[src/rtl/spike_rate_decoder.sv]
// +--------------------------------------------------------------------------+
// | spike_rate_decoder: per-neuron spike counting over a window of valid     |
// | timesteps, valid/ready count stream and argmax winner report.            |
// | Revision: 1.0                                                            |
// +--------------------------------------------------------------------------+
`default_nettype none

module spike_rate_decoder #(
  parameter  int N_NEURONS = 4,
  parameter  int CNT_W     = 8,
  localparam int IDX_W     = (N_NEURONS > 1) ? $clog2(N_NEURONS) : 1
) (
  input  logic                 clk,
  input  logic                 rst_n,
  input  logic                 start,
  input  logic [CNT_W-1:0]     window_len,
  input  logic                 spike_valid,
  input  logic [N_NEURONS-1:0] spike_in,
  output logic                 busy,
  output logic                 out_valid,
  input  logic                 out_ready,
  output logic [IDX_W-1:0]     out_idx,
  output logic [CNT_W-1:0]     out_count,
  output logic                 done,
  output logic [IDX_W-1:0]     winner_idx,
  output logic [CNT_W-1:0]     winner_cnt
);

  localparam logic [IDX_W-1:0] LAST_IDX = IDX_W'(N_NEURONS - 1);
  localparam logic [IDX_W-1:0] IDX_ONE  = {{(IDX_W-1){1'b0}}, 1'b1};
  localparam logic [CNT_W-1:0] CNT_ONE  = {{(CNT_W-1){1'b0}}, 1'b1};

  typedef enum logic [1:0] {
    S_IDLE  = 2'd0,
    S_ACCUM = 2'd1,
    S_DRAIN = 2'd2
  } state_t;

  state_t           state_q;
  logic [CNT_W-1:0] len_q;
  logic [CNT_W-1:0] step_q;
  logic [CNT_W-1:0] cnt_q [N_NEURONS];
  logic             busy_q;
  logic             out_valid_q;
  logic [IDX_W-1:0] out_idx_q;
  logic             done_q;
  logic [IDX_W-1:0] max_idx_q;
  logic [CNT_W-1:0] max_cnt_q;
  logic [IDX_W-1:0] winner_idx_q;
  logic [CNT_W-1:0] winner_cnt_q;

  logic [CNT_W-1:0] step_d;
  logic [CNT_W-1:0] sel_cnt;
  logic             take_max;
  logic [IDX_W-1:0] max_idx_d;
  logic [CNT_W-1:0] max_cnt_d;

  assign step_d    = step_q + CNT_ONE;
  assign sel_cnt   = cnt_q[out_idx_q];
  // Strict '>' so an equal later count never displaces a lower index.
  assign take_max  = sel_cnt > max_cnt_q;
  assign max_idx_d = take_max ? out_idx_q : max_idx_q;
  assign max_cnt_d = take_max ? sel_cnt   : max_cnt_q;

  always_ff @(posedge clk or negedge rst_n) begin
    if (!rst_n) begin
      state_q      <= S_IDLE;
      len_q        <= '0;
      step_q       <= '0;
      for (int i = 0; i < N_NEURONS; i++) cnt_q[i] <= '0;
      busy_q       <= 1'b0;
      out_valid_q  <= 1'b0;
      out_idx_q    <= '0;
      done_q       <= 1'b0;
      max_idx_q    <= '0;
      max_cnt_q    <= '0;
      winner_idx_q <= '0;
      winner_cnt_q <= '0;
    end else begin
      done_q <= 1'b0;
      case (state_q)
        S_IDLE: begin
          if (start && (window_len != '0)) begin
            len_q     <= window_len;
            step_q    <= '0;
            for (int i = 0; i < N_NEURONS; i++) cnt_q[i] <= '0;
            max_idx_q <= '0;
            max_cnt_q <= '0;
            busy_q    <= 1'b1;
            state_q   <= S_ACCUM;
          end
        end
        S_ACCUM: begin
          if (spike_valid) begin
            for (int i = 0; i < N_NEURONS; i++)
              cnt_q[i] <= cnt_q[i] + {{(CNT_W-1){1'b0}}, spike_in[i]};
            step_q <= step_d;
            if (step_d == len_q) begin
              out_valid_q <= 1'b1;
              out_idx_q   <= '0;
              state_q     <= S_DRAIN;
            end
          end
        end
        S_DRAIN: begin
          if (out_valid_q && out_ready) begin
            max_idx_q <= max_idx_d;
            max_cnt_q <= max_cnt_d;
            if (out_idx_q == LAST_IDX) begin
              out_valid_q  <= 1'b0;
              out_idx_q    <= '0;
              done_q       <= 1'b1;
              busy_q       <= 1'b0;
              winner_idx_q <= max_idx_d;
              winner_cnt_q <= max_cnt_d;
              state_q      <= S_IDLE;
            end else begin
              out_idx_q <= out_idx_q + IDX_ONE;
            end
          end
        end
        default: state_q <= S_IDLE;
      endcase
    end
  end

  assign busy       = busy_q;
  assign out_valid  = out_valid_q;
  assign out_idx    = out_idx_q;
  assign out_count  = out_valid_q ? sel_cnt : '0;
  assign done       = done_q;
  assign winner_idx = winner_idx_q;
  assign winner_cnt = winner_cnt_q;

endmodule

`default_nettype wire
[config.mk]
export PLATFORM = sky130hd
export DESIGN_NAME = spike_rate_decoder
export DESIGN_NICKNAME = d
export VERILOG_FILES = /design/src/rtl/spike_rate_decoder.sv
export SDC_FILE = /design/constraint.sdc
export NUM_CORES = 1
export LEC_CHECK = 0
export ABC_AREA = 1
export BUFFER_PORTS_ARGS = -buffer_cell sky130_fd_sc_hd__buf_2
export CORE_MARGIN = 3
export CORE_UTILIZATION = 35
export CTS_CLUSTER_DIAMETER = 60
export DETAILED_ROUTE_END_ITERATION = 6
export PLACE_DENSITY_LB_ADDON = 0.1
export SETUP_SLACK_MARGIN = 0.1
export SYNTH_ARGS = -nofsm -noshare
export SYNTH_HDL_FRONTEND = slang
export SYNTH_SLANG_ARGS = --single-unit
[constraint.sdc]
create_clock -name clk -period 4.55 [get_ports clk]
set_input_delay 0 -clock clk [delete_from_list [all_inputs] [get_ports clk]]
set_output_delay 0 -clock clk [all_outputs]
set_load 0.02 [all_outputs]
==> impl_metrics.tcl <==
set metrics [dict create \
    netlist_instances 586 \
    nets 659 \
    core_area_mm2 0.01226 \
    synth.top_cells.by_area "dfrtp_1, nand2_1, nand3_1, o21ai_0, inv_1" \
    critPathTopFamily "simple AND/OR/NAND/NOR gates" \
    cpMostUsedCell "nand2_1" \
    yosysSeqAreaShare_pct 42.05 \
    worstSkewPairLatency_ns 0.34 \
    multi_input_area_mm2 0.002198 \
    r2r_slack_ns 1.33 \
    path_depth 12 \
    worstHoldPathType "primary input to flop" \
    final_max_slew_viol_count 0 \
    cp_data_arrival_time_ns 3.42 \
    synth_cell_types 35 \
    final-seq-area_mm2 0.001877 \
    syn2layout_area_growth_pct 15.05 \
    grt_usage_pct 17.25 \
    leakage_nw 2.575 \
    max_slew_margin_pct 34.19 \
    wl_met1_um 5661 \
    top_layer "met4" \
    post-route-period-util_pct 70.70 \
    cts.reportedPaths.clkPinSlew_ns 0.06 \
    synth_edf_count 0 \
    cts_post_setup_buffers_inserted 0 \
    p_total_mw 3.179 \
    r2r_end "max_cnt_q[4]" \
    required_ns 4.75 \
    grt_pass1_wl_um 19550 \
    worstPathBufferInverterCount 1 \
    place.gp.congestion 0.8535 \
    htree_levels 3 \
    drt_first_iter_violations 259 \
    reg2reg_depth 12 \
    hold_buffers 10 \
    synth_warnings 0 \
    avgSynthCellArea_um2 7.616 \
    yosysTopAreaCell "dfrtp_1" \
    worst_pin_slew_ns 0.9871 \
    num_antenna_cells 0 \
    finClkSkew_ns 0.004927 \
    wl_met2_um 5085 \
    dp_slack_ns 1.400 \
    slowest_stage "dfrtp_1" \
    rows 40 \
    cts-root-buf "clkbuf_16" \
    grt_max_degree 76 \
    crit_end "max_cnt_q[4]" \
    wl_per_cell_um 14.35 \
    r2r_start "out_idx[0]" \
    netlist.area_leader.share_pct 42.05 \
    num_vias 3945 \
    cts_resized 0 \
    syn_nets 621 \
    p_per_area_mw_per_mm2 619.1 \
    antenna_left 0 \
    synthArstFlopShare_pct 100.0 \
    dr_wl_met3_um 503 \
    netlist_top_cells_count "nand2_1, nand3_1, dfrtp_1, inv_1, o21ai_0" \
    irDropWorstVdd_uv 191.5 \
    synth-seq-cells 75 \
    rsz0062_at_grt "no" \
    cts_max_path_buffers 2 \
    dr.pass1.iters 4 \
    timing.fmax_mhz 310.9 \
    fin_crit_ns 3.217 \
    drcViolationCount 0 \
    start_util_pct 36.40 \
    status "complete, no violations" \
    finalSetupViolCount 0 \
    drive_above_1_share_pct 11.92 \
    min_from "spike_in[2]" \
    cts_sinks 75 \
    die-area_mm2 0.01414 \
    cts_tree "yes" \
    crit_path_start_kind "flop" \
    crit_chain "inv_2, nand2_1, nand3_1, and2_1, ha_1, nand2_1, nor2_1, nand4_1, nand2_1, nand2_1, nand3_1, o21ai_0" \
    die_w_um 118.9 \
    fillCellCount 1262 \
    critPathLaunch "out_idx[0]" \
    hold_violations 0 \
    ios 40 \
    finalWirelength_um 11440 \
    ys.flop_type "dfrtp_1" \
    viasPerCell 4.950 \
    grt.overflow.total 0 \
    worstSetupPathType "flop to flop" \
    critPathCaptureType "flop" \
    yosysMostFrequentCell "nand2_1" \
    setup_ws_ns 1.333 \
    antenna_found_initial 0 \
    io_buffers 39 \
    cpPeakStageDelay_ns 0.84 \
    numCtsBuffers 9 \
    maxCapViolations 0 \
    grt_pass1_vias 3807 \
    hpwl_um 7964 \
    die_h_um 118.9 \
    tns_ns 0 \
    synth_area_mm2 0.004463 \
    cp_max_fo 28 \
]
worst min-delay path, stage by stage:
cell and delay (ns):
buf_2 0.08, ha_1 0.12, nand3_1 0.06, nand2_1 0.06
cells in the final DEF, fill, tap and decap left out, types with 4 or more instances in the layout:
| master | count |
|---|---|
| nor2_1 | 45 |
| dlygate4sd3_1 | 10 |
| o22ai_1 | 5 |
| buf_2 | 38 |
| inv_1 | 62 |
| nand3_1 | 82 |
| clkbuf_16 | 9 |
| o21ai_0 | 47 |
| xor2_1 | 16 |
| ha_1 | 18 |
| nand4_1 | 12 |
| a21oi_1 | 26 |
| dfrtp_1 | 75 |
| nand2_1 | 126 |
| buf_4 | 4 |
| and2_1 | 7 |
| nor2_4 | 4 |
| inv_2 | 5 |
cell type report:
cell class                 count  share of cell area [%]
multi-input combinational    418                   42.81
clock buffer                  14                   5.141
timing repair buffer          52                   6.238
sequential                    75                   36.55
clock inverter                 2                  0.1949
tap                          168                   4.094
inverter                      68                   4.971
cell families (layout without fill, tap and decap cells):
group / after synthesis / in the layout / synth area share [%]
and+or+nand+nor: 292 / 292 / 29.60
buffers and inverters: 93 / 136 / 8.691
AOI/OAI and AO/OA: 88 / 88 / 10.51
DFF: 75 / 75 / 42.05
adders and majority gates: 18 / 18 / 5.046
xor gates and xnor gates: 17 / 17 / 3.336
muxes: 3 / 3 / 0.7569
routing by layer:
layer,vias to the layer above,track usage (%)
met2,84,25.90
met5,-,0
li1,2009,-
met1,1841,24.67
met3,11,3.039
met4,0,6.807
power by group:
part / internal [mW] / switching, mW
Sequential: 0.848 / 0.175
Clock: 0.398 / 0.275
Combinational: 0.466 / 1.02
stage by stage:
step	cell area, µm²	std cells	hold slack, ns	util (%)
after detailed placement	4761	771	0.2444	38.83
final	5135	797	0.009013	41.88
after global placement	4761	771	0.2440	38.83
after global routing	5135	797	0.03372	41.88
after floorplan	4463	586	-0.2956	-
after CTS	5135	797	0.001137	41.88
worst min-delay path by stage:
stage | endpoint | slack [ns] | cells past startpoint
finish | cnt_q[8] | 0.009 | 4
global route | cnt_q[16] | 0.03 | 4
CTS | cnt_q[8] | 0.001 | 4
detailed placement | winner_cnt[2] | 0.24 | 1
global placement | winner_cnt[2] | 0.24 | 1
floorplan | busy | -0.30 | 0
registers in the layout, summed over array words and instances (netlist names):
signal / count
cnt_q: 32
len_q: 8
max_cnt_q: 8
step_q: 8
winner_cnt: 8
max_idx_q: 2
out_idx: 2
state_q: 2
winner_idx: 2
busy: 1
done: 1
out_valid: 1
No activity file was read; power rests on OpenSTA's default activity.
